==> src/rtl/muldiv_sequencer.sv <==
// Multicycle MULT/MULTU/DIV/DIVU unit: radix-2 shift-add multiply and restoring divide
// on operand magnitudes, followed by a single sign-fix cycle that loads HI/LO.
module muldiv_sequencer #(
  parameter int unsigned WIDTH = 32
) (
  input  logic             Clk,
  input  logic             reset,
  input  logic             start,
  input  logic [1:0]       op,
  input  logic [WIDTH-1:0] oper_A,
  input  logic [WIDTH-1:0] oper_B,
  output logic             busy,
  output logic             done,
  output logic             div_zero,
  output logic [WIDTH-1:0] hi,
  output logic [WIDTH-1:0] lo
);

  localparam int unsigned CW = $clog2(WIDTH);
  localparam int unsigned PW = 2 * WIDTH;

  typedef enum logic [1:0] {S_IDLE, S_RUN, S_FIX, S_DONE} state_t;

  state_t           state_q;
  logic [CW-1:0]    cnt_q;
  logic             is_div_q, sq_q, sr_q, dz_q;
  logic [WIDTH-1:0] mcand_q;   // multiplicand or divisor
  logic [WIDTH-1:0] acc_q;     // product high half or partial remainder
  logic [WIDTH-1:0] low_q;     // multiplier/product low half or dividend/quotient
  logic             busy_q, done_q, div_zero_q;
  logic [WIDTH-1:0] hi_q, lo_q;

  logic             signed_op, s_a, s_b;
  logic [WIDTH-1:0] mag_a, mag_b;
  logic [WIDTH:0]   mul_sum, rem_sh;
  logic             rem_ge;
  logic [WIDTH-1:0] rem_sub, rem_d, quo_d;
  logic [PW-1:0]    prod_fix;
  logic [WIDTH-1:0] quo_fix, rem_fix;

  // Operand magnitudes and sign flags; 0x80000000 maps to itself as unsigned.
  always_comb begin
    signed_op = ~op[0];
    s_a       = signed_op & oper_A[WIDTH-1];
    s_b       = signed_op & oper_B[WIDTH-1];
    mag_a     = s_a ? (~oper_A + WIDTH'(1)) : oper_A;
    mag_b     = s_b ? (~oper_B + WIDTH'(1)) : oper_B;
  end

  // One iteration step for each operation, and the sign-corrected results.
  always_comb begin
    mul_sum  = {1'b0, acc_q} + {1'b0, (low_q[0] ? mcand_q : WIDTH'(0))};
    rem_sh   = {acc_q, low_q[WIDTH-1]};
    rem_ge   = (rem_sh >= {1'b0, mcand_q});
    rem_sub  = WIDTH'(rem_sh - {1'b0, mcand_q});
    rem_d    = rem_ge ? rem_sub : rem_sh[WIDTH-1:0];
    quo_d    = {low_q[WIDTH-2:0], rem_ge};
    prod_fix = sq_q ? (~{acc_q, low_q} + PW'(1)) : {acc_q, low_q};
    quo_fix  = sq_q ? (~low_q + WIDTH'(1)) : low_q;
    rem_fix  = sr_q ? (~acc_q + WIDTH'(1)) : acc_q;
  end

  always_ff @(posedge Clk or negedge reset) begin
    if (!reset) begin
      state_q    <= S_IDLE;
      cnt_q      <= '0;
      is_div_q   <= 1'b0;
      sq_q       <= 1'b0;
      sr_q       <= 1'b0;
      dz_q       <= 1'b0;
      mcand_q    <= '0;
      acc_q      <= '0;
      low_q      <= '0;
      busy_q     <= 1'b0;
      done_q     <= 1'b0;
      div_zero_q <= 1'b0;
      hi_q       <= '0;
      lo_q       <= '0;
    end else begin
      case (state_q)
        S_IDLE, S_DONE: begin
          done_q <= 1'b0;
          if (start) begin
            state_q    <= S_RUN;
            busy_q     <= 1'b1;
            cnt_q      <= CW'(WIDTH - 1);
            is_div_q   <= op[1];
            sq_q       <= s_a ^ s_b;
            sr_q       <= s_a;
            dz_q       <= op[1] & (oper_B == '0);
            div_zero_q <= 1'b0;
            acc_q      <= '0;
            mcand_q    <= op[1] ? mag_b : mag_a;
            low_q      <= op[1] ? mag_a : mag_b;
          end else begin
            state_q <= S_IDLE;
          end
        end
        S_RUN: begin
          if (is_div_q) begin
            acc_q <= rem_d;
            low_q <= quo_d;
          end else begin
            acc_q <= mul_sum[WIDTH:1];
            low_q <= {mul_sum[0], low_q[WIDTH-1:1]};
          end
          if (cnt_q == '0) state_q <= S_FIX;
          else             cnt_q   <= cnt_q - CW'(1);
        end
        S_FIX: begin
          if (is_div_q) begin
            hi_q <= rem_fix;
            lo_q <= quo_fix;
          end else begin
            hi_q <= prod_fix[PW-1:WIDTH];
            lo_q <= prod_fix[WIDTH-1:0];
          end
          div_zero_q <= dz_q;
          busy_q     <= 1'b0;
          done_q     <= 1'b1;
          state_q    <= S_DONE;
        end
        default: begin
          state_q <= S_IDLE;
          busy_q  <= 1'b0;
          done_q  <= 1'b0;
        end
      endcase
    end
  end

  assign busy     = busy_q;
  assign done     = done_q;
  assign div_zero = div_zero_q;
  assign hi       = hi_q;
  assign lo       = lo_q;

endmodule

==> config.mk <==
export PLATFORM = sky130hd
export DESIGN_NAME = muldiv_sequencer
export DESIGN_NICKNAME = d
export VERILOG_FILES = /design/src/rtl/muldiv_sequencer.sv
export SDC_FILE = /design/constraint.sdc
export NUM_CORES = 1
export LEC_CHECK = 0
export CAP_MARGIN = 20
export CORE_AREA = 2 2 155 217
export CTS_CLUSTER_DIAMETER = 200
export DETAILED_ROUTE_END_ITERATION = 10
export DIE_AREA = 0 0 157 219
export HOLD_SLACK_MARGIN = 0.08
export PLACE_DENSITY_LB_ADDON = 0.15
export SKIP_CTS_REPAIR_TIMING = 1
export SLEW_MARGIN = 30
export SYNTH_ARGS = -nofsm -noshare
export SYNTH_HDL_FRONTEND = slang
export SYNTH_SLANG_ARGS = --single-unit
export TNS_END_PERCENT = 10
==> constraint.sdc <==
create_clock -name Clk -period 3.6 [get_ports Clk]
set_input_delay 0.36 -clock Clk [delete_from_list [all_inputs] [get_ports Clk]]
set_output_delay 0.36 -clock Clk [all_outputs]
set_load 0.02 [all_outputs]
==> results.json <==
{
  "end_kind": "flip-flop",
  "die_area_sq_um": 34380,
  "layout_common_cells": "a21oi_1, nor2_1, dfrtp_1",
  "floorplan.initialDensity_pct": 44.71,
  "drive_gt1_share_pct": 13.11,
  "stdcell_area_sq_um": 17710,
  "slew_headroom_pct": 36.14,
  "rows": 78,
  "syn2layout_area_growth_pct": 22.61,
  "dp.final_hpwl_microns": 38590,
  "drtAntennaViolNets": 0,
  "synth_top_flop_cell": "dfrtp_1",
  "critical-path-slowest-cell": "or4_1",
  "first_iter_violations": 783,
  "cp.required_ps": 3900,
  "max_freq_mhz": 282.6,
  "syn_nets": 1959,
  "rsz0062_at_grt": "true",
  "synthesis.area_sq_um": 14440,
  "pre_cts_ws_ps": 13.37,
  "dr.pass1.iters": 5,
  "grt_pass1_wl_microns": 76330,
  "slew_viol_final": 0,
  "clock_sinks": 174,
  "hold_viol_final": 0,
  "period_share_pct": 98.29,
  "place_area_sq_um": 17050,
  "cp_num_buf_inv": 0,
  "grt_pass1_vias": 14080,
  "path_class": "flip-flop to flip-flop",
  "fp.coreArea_sq_um": 32300,
  "hold_class": "input pin to flip-flop",
  "nets": 2152,
  "wl_per_cell_microns": 20.08,
  "period_needed_ps": 3539,
  "place.gp.congestion": 0.9469,
  "path_max_fanout": 5,
  "drcViolationCount": 0,
  "yosysWarnings": 0,
  "port_buffers": 135,
  "num_antenna_cells": 0,
  "path_cells": "or4_1, or3_1, or4_1, or3_1, nor3_1, o22ai_1, o31ai_2, xor2_1, a21oi_1",
  "cts.path.max_buffers": 2,
  "cp-startpoint": "low_q[24]",
  "start_kind": "flip-flop",
  "cts_root_buf": "clkbuf_16",
  "critPathArrivalTime_ps": 3840,
  "fin_skew_ps": 15.00,
  "synthCells": 1815,
  "finalSetupViolations": 0,
  "insertion_delay_ps": 450,
  "cts.clk_slew.worst_paths_ps": 80,
  "fin_tns_setup_ps": 0,
  "synth_edf_count": 0,
  "status": "finished, final reports clean",
  "cap_violations": 0,
  "cts_tree": "yes",
  "track_usage_pct": 28.98,
  "htree_levels": 4,
  "whs_ps": 467.5,
  "min_from": "op[1]",
  "cts_made_buffers": 17,
  "cpLargestDelayFamily": "simple AND/OR/NAND/NOR gates",
  "worst_pin_slew_ps": 957.9,
  "die_h_microns": 219,
  "grt-ovfl-total": 0,
  "async_flop_share_pct": 100.0,
  "layout_setup_ws_ps": 61.40,
  "num_vias": 14200,
  "leakagePower_uw": 0.007835,
  "avgSynthCellArea_sq_um": 7.958,
  "ys_seq_area_share_pct": 30.15,
  "ys_types": 76,
  "drt-total-wl_microns": 49410,
  "ios": 136,
  "final_common_cell": "a21oi_1",
  "ir_worst_vdd_v": 0.0005109,
  "p_per_area_nw_per_um2": 1072,
  "grt_max_degree": 78,
  "r2r_start": "low_q[24]",
  "vias_per_cell": 5.769,
  "cp_slowest_stage_delay_ps": 620,
  "antenna_found_initial": 0,
  "synth-seq-cells": 174,
  "die-width_microns": 157
}
[cell usage after synthesis, types with 9 or more instances]
master	number	area [sq um]
o21bai_1	9	67.56
mux2i_1	36	360.4
inv_1	66	247.7
or3_1	15	93.84
xor2_1	96	840.8
nor2_1	240	900.9
nand3_1	16	80.08
o31ai_1	25	187.7
xnor2_1	79	691.9
clkbuf_1	86	322.8
a21oi_1	244	1221
nand2b_1	18	112.6
or4_1	10	75.07
mux2_2	45	506.7
a211oi_1	36	270.3
a31oi_1	20	125.1
o41ai_1	10	87.58
a22oi_1	10	75.07
nor2b_1	11	68.82
buf_1	12	45.04
nor4_1	15	93.84
a21o_1	32	240.2
o211ai_1	12	90.09
nand2_1	139	521.8
nand4_1	11	68.82
o21ai_0	127	635.6
dfrtp_1	174	4354
ha_1	73	913.4
nor3_1	33	165.2
[sequential cells by signal, indices dropped and copies added (netlist names)]
signal    flops
acc_q        32
busy          1
cnt_q         5
div_zero      1
done          1
dz_q          1
hi           32
is_div_q      1
lo           32
low_q        32
mcand_q      32
sq_q          1
sr_q          1
state_q       2
[where the power goes]
group          internal (uW)  leakage [uW]  switching, uW
registers               2880       0.00208            862
clock network            914      0.000277            913
logic                   5660       0.00548           7760
total                   9450       0.00784           9530
[per-stage QoR]
step / power (uW) / cells / utilization [%]
2_1_floorplan: 12250 / 1815 / -
3_3_place_gp: 16730 / 2427 / 52.77
3_5_place_dp: 16870 / 2427 / 52.78
4_1_cts: 18770 / 2459 / 54.50
5_1_grt: 20450 / 2461 / 54.82
6_report: 18980 / 2461 / 54.82
[layout make-up]
cell class	instances	area, sq um
fillers	3123	14590
repair buffers	276	2437
clock buffers	18	429.2
inverters	67	251.5
flip-flops and latches	174	4357
clock inverters	14	126.4
well taps	440	550.5
multi-input cells	1472	9558
[logic make-up (layout without fill, tap and decap cells)]
family | Yosys count | after routing | synth area share [%]
AO/OA/AOI/OAI | 585 | 585 | 24.38
XOR/XNOR | 175 | 175 | 10.61
adder cells (fa/ha/maj) | 75 | 75 | 6.601
buffers and inverters | 169 | 375 | 4.470
flip-flops | 174 | 174 | 30.15
multiplexers | 81 | 81 | 6.003
AND/OR/NAND/NOR | 556 | 556 | 17.79
[metal layers]
metal,share of wire [%],GRT usage [%]
met1,39,32.54
met2,51,51.54
met3,4.0,3.831
met4,6.5,17.98
met5,0,0
[worst min-delay path: stages]
cell and delay, ps:
buf_2 260, nand2_1 150, a31oi_1 100
[path summary, 6_finish.rpt]
kind / slack, ps / cells after the start / to
hold / removal: 470 / 3 / low_q[24]
setup / recovery: 60 / 9 / hi[31]
min in group asynchronous: 530 / 2 / low_q[10]
setup reg to reg: 60 / 9 / hi[31]
hold reg to reg: 480 / 2 / mcand_q[9]
max in group asynchronous: 2180 / 3 / acc_q[19]
Note: power is estimated with default switching activity, not from simulation.
